`config.mk`:
```
export PLATFORM = sky130hd
export DESIGN_NAME = uart_fifo_sync
export DESIGN_NICKNAME = d
export VERILOG_FILES = /design/src/rtl/uart_fifo_sync.sv
export SDC_FILE = /design/constraint.sdc
export NUM_CORES = 1
export LEC_CHECK = 0
export CAP_MARGIN = 40
export CORE_UTILIZATION = 40
export CTS_CLUSTER_DIAMETER = 200
export DETAILED_ROUTE_END_ITERATION = 10
export SYNTH_ARGS = -nofsm -noshare
export SYNTH_HDL_FRONTEND = slang
export SYNTH_SLANG_ARGS = --single-unit
```
`constraint.sdc`:
```
create_clock -name i_fifo_clk -period 2.75 [get_ports i_fifo_clk]
set_input_delay 0.275 -clock i_fifo_clk [delete_from_list [all_inputs] [get_ports i_fifo_clk]]
set_output_delay 0.275 -clock i_fifo_clk [all_outputs]
set_load 0.005 [all_outputs]
```
`src/rtl/uart_fifo_sync.sv`:
```
// Single-clock FIFO with registered read data, occupancy count and status flags.
// Optional sticky overflow/underflow flags enabled by defining UART_FIFO_SYNC_ERR_EN.
module uart_fifo_sync #(
  parameter int unsigned DATA_WIDTH    = 8,
  parameter int unsigned ADDR_WIDTH    = 4,
  parameter int unsigned AFULL_THRESH  = (1 << ADDR_WIDTH) - 2,
  parameter int unsigned AEMPTY_THRESH = 2
) (
  input  logic                  i_fifo_clk,
  input  logic                  i_fifo_rst,
  input  logic                  i_fifo_winc,
  input  logic [DATA_WIDTH-1:0] i_fifo_wdata,
  input  logic                  i_fifo_rinc,
  input  logic                  i_fifo_err_clr,
  output logic [DATA_WIDTH-1:0] o_fifo_rdata,
  output logic                  o_fifo_rvalid,
  output logic                  o_fifo_full,
  output logic                  o_fifo_empty,
  output logic                  o_fifo_afull,
  output logic                  o_fifo_aempty,
  output logic [ADDR_WIDTH:0]   o_fifo_count,
  output logic                  o_fifo_ovf,
  output logic                  o_fifo_udf
);

  localparam int unsigned PTR_W = ADDR_WIDTH + 1;
  localparam int unsigned DEPTH = 1 << ADDR_WIDTH;

  logic [DATA_WIDTH-1:0] mem_q [DEPTH];

  logic [PTR_W-1:0]      wptr_q, wptr_d;
  logic [PTR_W-1:0]      rptr_q, rptr_d;
  logic [PTR_W-1:0]      count_q, count_d;
  logic [DATA_WIDTH-1:0] rdata_q, rdata_d;
  logic                  rvalid_q, rvalid_d;
  logic                  ovf_q, ovf_d;
  logic                  udf_q, udf_d;

  logic full_c, empty_c, wr_acc_c, rd_acc_c;

  // Equal address bits with differing wrap bits means full.
  assign full_c  = (wptr_q[ADDR_WIDTH] != rptr_q[ADDR_WIDTH]) &&
                   (wptr_q[ADDR_WIDTH-1:0] == rptr_q[ADDR_WIDTH-1:0]);
  assign empty_c = (wptr_q == rptr_q);

  assign rd_acc_c = i_fifo_rinc && !empty_c;
  assign wr_acc_c = i_fifo_winc && (!full_c || rd_acc_c);

  always_comb begin
    wptr_d   = wptr_q;
    rptr_d   = rptr_q;
    count_d  = count_q;
    rdata_d  = rdata_q;
    rvalid_d = 1'b0;
    ovf_d    = 1'b0;
    udf_d    = 1'b0;

    if (wr_acc_c) begin
      wptr_d = wptr_q + PTR_W'(1);
    end
    if (rd_acc_c) begin
      rptr_d   = rptr_q + PTR_W'(1);
      rdata_d  = mem_q[rptr_q[ADDR_WIDTH-1:0]];
      rvalid_d = 1'b1;
    end

    case ({wr_acc_c, rd_acc_c})
      2'b10:   count_d = count_q + PTR_W'(1);
      2'b01:   count_d = count_q - PTR_W'(1);
      default: count_d = count_q;
    endcase

`ifdef UART_FIFO_SYNC_ERR_EN
    // A rejection in the same cycle as a clear keeps the flag set.
    ovf_d = ovf_q;
    udf_d = udf_q;
    if (i_fifo_err_clr) begin
      ovf_d = 1'b0;
      udf_d = 1'b0;
    end
    if (i_fifo_winc && !wr_acc_c) ovf_d = 1'b1;
    if (i_fifo_rinc && !rd_acc_c) udf_d = 1'b1;
`endif
  end

`ifndef UART_FIFO_SYNC_ERR_EN
  logic unused_err_clr;
  assign unused_err_clr = i_fifo_err_clr ^ ovf_q ^ udf_q;
`endif

  always_ff @(posedge i_fifo_clk) begin
    if (i_fifo_rst) begin
      wptr_q   <= '0;
      rptr_q   <= '0;
      count_q  <= '0;
      rdata_q  <= '0;
      rvalid_q <= 1'b0;
      ovf_q    <= 1'b0;
      udf_q    <= 1'b0;
    end else begin
      wptr_q   <= wptr_d;
      rptr_q   <= rptr_d;
      count_q  <= count_d;
      rdata_q  <= rdata_d;
      rvalid_q <= rvalid_d;
      ovf_q    <= ovf_d;
      udf_q    <= udf_d;
    end
  end

  // Storage is not reset; reset only blocks a same-cycle write.
  always_ff @(posedge i_fifo_clk) begin
    if (!i_fifo_rst && wr_acc_c) begin
      mem_q[wptr_q[ADDR_WIDTH-1:0]] <= i_fifo_wdata;
    end
  end

  assign o_fifo_rdata  = rdata_q;
  assign o_fifo_rvalid = rvalid_q;
  assign o_fifo_full   = full_c;
  assign o_fifo_empty  = empty_c;
  assign o_fifo_afull  = (count_q >= PTR_W'(AFULL_THRESH));
  assign o_fifo_aempty = (count_q <= PTR_W'(AEMPTY_THRESH));
  assign o_fifo_count  = count_q;
`ifdef UART_FIFO_SYNC_ERR_EN
  assign o_fifo_ovf    = ovf_q;
  assign o_fifo_udf    = udf_q;
`else
  assign o_fifo_ovf    = 1'b0;
  assign o_fifo_udf    = 1'b0;
`endif

endmodule
```
---- Yosys cells after proc, flatten, opt, wreduce, memory -nomap -nowiden ----
Memory sizes are Yosys's and may differ from the RTL's. A register that Yosys moved wholly into a read port is not among the register bits.
Cells that the tools add are included.
storage, ports and cells
  flip-flop bits (word level) ............. 16
  memories ................................ 1
  logic and storage cells ................. 29
  input port bits ......................... 13
  memory bits (writable) .................. 128
  output and inout port bits .............. 20
operators by class
  reductions and logical operators ........ 9
  order comparisons ....................... 2
  add/sub/neg operators ................... 4
  equal/unequal tests ..................... 5
  mux-type cells .......................... 4
memories
  memory  depth  bits a word  read ports  clocked after memory_dff  write ports  line  source
  mem_q   16     8            1           1                         1            29    logic [DATA_WIDTH-1:0] mem_q [DEPTH];
operators by type and width
  operator                                                                             count
  5-bit by 1-bit adder with 5-bit output, second input constant                        3
  5-bit one-hot mux with 2 select lines                                                1
  5-bit equality test                                                                  1
  5-bit by 4-bit greater-or-equal comparator with 1-bit output, second input constant  1
  5-bit by 2-bit less-or-equal comparator with 1-bit output, second input constant     1
  5-bit by 1-bit subtractor with 5-bit output, second input constant                   1
  4-bit equality test                                                                  1
  1-bit logical AND                                                                    4
  1-bit logical NOT                                                                    3
  1-bit 2-to-1 mux                                                                     3
  2-bit by 1-bit equality test with 1-bit output, second input constant                1
  2-bit equality test, second input constant                                           1
  2-bit nonzero test                                                                   1
  1-bit logical OR                                                                     1
  1-bit != test                                                                        1

---- Depth between registers and ports, before layout ----
  depth in word-level cells ............... 8
  gate-level depth with buffers ........... 10
  mapped depth without buffers ............ 9

---- Least setup slack after synthesis ----
OpenSTA, ideal clock, no wires.
  path kind ............................... register -> register
  start ................................... register rptr_q[3]
  end ..................................... register count_q[4], in the netlist o_fifo_count[4]
  library setup time ...................... 0.123 ns
  cell stages (with the launch flop) ...... 10
  period minus slack after synthesis ...... 2.540 ns
  data required time ...................... 2.627 ns
  arrival time ............................ 2.417 ns
  path slack .............................. 0.210 ns
  path buffers ............................ 1
  path through ............................ dfxtp_1 -> buf_6 -> xor2_1 -> nor4_2 -> a21oi_1 -> fa_1 -> a21o_1 -> a21oi_1 -> mux2i_1 -> mux2_1
between the ends
  word-level cells in the longest chain between the ends .. 7
  elaborated cells on any way between the ends .. 12
  classes of those cells .................. eq/ne: 4; mux: 1; reduce/logical: 7
ends and longest elaborated chain
  element                                                                                       line    source
  from (decl)                                                                                   32      logic [PTR_W-1:0] rptr_q, rptr_d;
  from (signal assigned)                                                                        102     rptr_q <= rptr_d;
  5-bit equality test / 4-bit equality test (equally long branches)                             44, 43
  1-bit logical NOT / 1-bit logical AND (equally long branches)                                 46, 42
  1-bit logical AND / 1-bit logical NOT (equally long branches)                                 46, 47
  1-bit logical OR                                                                              47      assign wr_acc_c = i_fifo_winc && (!full_c || rd_acc_c);
  1-bit logical AND                                                                             47
  2-bit by 1-bit equality test with 1-bit output / 2-bit equality test (equally long branches)  67      case ({wr_acc_c, rd_acc_c})
  5-bit one-hot mux with 2 select lines / 2-bit nonzero test (equally long branches)            n/a
  to (signal assigned)                                                                          103     count_q <= count_d;
  to (decl)                                                                                     33      logic [PTR_W-1:0] count_q, count_d;
Parallel ways exist; a longest one is shown, timed or not.
A chain may end at the register's enable or synchronous reset.

---- Worst setup path in the final report ----
  start ................................... register rptr_q[2]
  end ..................................... register count_q[4], in the netlist o_fifo_count[4]
The elaborated chain is that of the path after synthesis.

==> impl_metrics.tcl <==
set metrics [dict create \
    status "finished, final reports clean" \
    p_leak_nw 2.505 \
    fin_crit_sh_pct 91.60 \
    grt_pass1_vias 3302 \
    timing.rr.start "rptr_q[2]" \
    die-area_um2 16400 \
    maxCapViolCount 0 \
    reg2reg_depth 9 \
    grtUsageTotal_pct 16.56 \
    clkLatencyLatePin_ns 0.42 \
    fin_setup_tns_ns 0 \
    final_common_cell "edfxtp_1" \
    fp.dieH_um 128.0 \
    min_to "o_fifo_rdata[5]" \
    grt-ovfl-total 0 \
    finalSetupViolCount 0 \
    hold_ws_ns 0.4858 \
    coreArea_um2 15370 \
    async_reset_ff_share_pct 0 \
    endpoint_kind "register" \
    min-delay-path-class "register to register" \
    antenna_found_initial 0 \
    via_count 3375 \
    grt_max_degree 53 \
    switchingPower_mw 1.284 \
    numCtsBuffers 17 \
    powerDensity_nw_per_um2 748.4 \
    max_slew.worst_pin.slew_ns 0.6723 \
    synth_flop_cell "edfxtp_1" \
    critPathKind "register to register" \
    synth_edf_count 128 \
    finalNetCount 465 \
    finalHoldViolCount 0 \
    holdPathStages 2 \
    drv_slew 0 \
    clkPwrFrac_pct 39.8 \
    hpwl_um 7789 \
    die_x_um 128.0 \
    start_util_pct 41.34 \
    relSlewSlack_pct 55.04 \
    grt_pass1_wl_um 19300 \
    io_pins 33 \
    layout_min_cycle_time_ns 2.519 \
    cts.clk_slew.worst_paths_ns 0.06 \
    synthCells 387 \
    cts_sinks 152 \
    gp_congestion 0.7144 \
    power_frac_comb_pct 13.9 \
    drtIter0Drc 242 \
    drive_gt1_share_pct 24.78 \
    wl_per_cell_um 18.40 \
    synth_area_per_cell_um2 16.42 \
    rrSetupSlack_ns 0.23 \
    r2r_end "o_fifo_count[4]" \
    seq_area_frac_synth_pct 68.04 \
    yosysUniqueCellTypes 44 \
    synth_warnings 0 \
    achievable-frequency_mhz 397.0 \
    cp.arrival_ns 2.81 \
    cts_tree "built" \
    dr.pass1.iters 4 \
    num_antenna_cells 0 \
    cp_max_fo 10 \
    internal_power_mw 4.377 \
    portBuffers 29 \
    min-delay-start "o_fifo_rdata[5]" \
    p_sw_share_pct 22.69 \
    yosys.area.top_type "edfxtp_1" \
    final_cell_mix "edfxtp_1, nor2_1, buf_4" \
    fin_skew_ns 0.01117 \
    clockBufferDepth 2 \
    yosysTopAreaCellShare_pct 60.48 \
    area_delta_synth_final_pct 19.04 \
    seq_power_share_pct 46.3 \
    synth_seq_cells 152 \
    drc 0 \
    rows 45 \
    viasPerCell 5.060 \
    required_ns 3.05 \
    drt_wl_total_um 12270 \
    synthTopCellsByArea "edfxtp_1, mux4_2, dfxtp_1, mux2_2, nor2_1" \
    grt_setup_unrepaired "false" \
    cts-root-buf "clkbuf_16" \
    critPathLaunchType "register" \
    ir_worst_vdd_v 0.0004513 \
    synth_area_um2 6355 \
    cts_htree_levels 4 \
    final_antenna_net_count 0 \
    ctsHoldBuffers 0 \
]
[registers in the layout (all words and copies together), names as in the netlist]
| register | count |
|---|---|
| mem_q | 128 |
| o_fifo_count | 5 |
| o_fifo_rvalid | 1 |
| rptr_q | 5 |
| o_fifo_rdata | 8 |
| wptr_q | 5 |
[metrics by stage]
step / area (um2) / power (mW) / worst slack (ns) / cells / utilization, %
floorplan: 6359 / 3.163 / 0.2097 / 388 / -
global placement: 6990 / 3.450 / 0.1978 / 635 / 45.48
detailed placement: 6990 / 3.468 / 0.1637 / 635 / 45.48
CTS: 7562 / 5.725 / 0.1452 / 667 / 49.20
global route: 7565 / 5.890 / 0.06193 / 667 / 49.21
finish: 7565 / 5.661 / 0.2309 / 667 / 49.21
[critical path, cell delays in order (launching register included)]
cell     delay (ns)
dfxtp_2        0.32
xor2_1         0.16
nor4_2         0.36
a21oi_1        0.11
buf_4          0.19
fa_2           0.36
a21o_1         0.19
a21oi_1        0.17
mux2i_1        0.22
mux2_1         0.33
[cell usage after synthesis, drive strengths merged (2+ instances only)]
cell    number
a31o         3
xor2         5
buf         16
nand4        4
nand2b      10
a21oi       10
a211oi      16
mux4        24
edfxtp     128
a21o         2
nor2b       12
clkbuf       8
mux2        19
nor2        34
xnor2        7
nor3b        2
ha           8
mux2i        4
inv          2
o21ai        2
dfxtp       24
nand2        8
nor3        22
a21boi       2
o22ai        8
[routing by layer]
| layer | share of wire [%] | up-vias | GRT usage, % |
|---|---|---|---|
| met5 | 0 | - | 0 |
| met4 | 0.91 | 0 | 5.813 |
| met3 | 4.2 | 10 | 4.048 |
| met2 | 48 | 82 | 24.84 |
| met1 | 47 | 1669 | 23.55 |
| li1 | - | 1614 | - |
[cell type report]
class	count	area, um2
timing repair buffer	60	523.0
inverter	2	7.507
sequential	152	4327
multi-input combinational	210	1872
clock inverter	10	127.6
fill	1281	7806
clock buffer	22	444.2
tap	211	264.0
[kinds of logic after synthesis]
| kind of cell | count (synthesis) | share of synthesized area [%] |
|---|---|---|
| compound gates | 45 | 5.493 |
| xor+xnor | 12 | 1.772 |
| fa+ha+maj | 9 | 1.890 |
| buf+inv | 26 | 2.599 |
| flops | 152 | 68.04 |
| mux | 47 | 12.68 |
| other cells | 1 | 0.05901 |
| simple gates | 95 | 7.462 |
[timing repair]
action | 4_1_cts | 5_1_grt
endpoints found under the setup margin | 0 | 1
hold endpoints to repair | 0 | 0
resized for setup | 0 | 1
setup buffers | 0 | 0
[power by group through the flow]
stage	Sequential (mW)	Clock [mW]	Combinational [mW]
after detailed placement	2.67	0	0.796
final	2.62	2.25	0.787
after CTS	2.62	2.30	0.798
after global routing	2.63	2.39	0.861
after global placement	2.67	0	0.783
after floorplan	2.67	0	0.491
[worst max path at each step]
stage,from,cells after the start,to
finish,rptr_q[2],9,o_fifo_count[4]
global route,rptr_q[2],9,o_fifo_count[4]
CTS,rptr_q[1],9,o_fifo_count[4]
detailed placement,rptr_q[1],9,o_fifo_count[4]
global placement,rptr_q[1],9,o_fifo_count[4]
floorplan,rptr_q[3],9,o_fifo_count[4]
(Power assumes the default switching activity.)
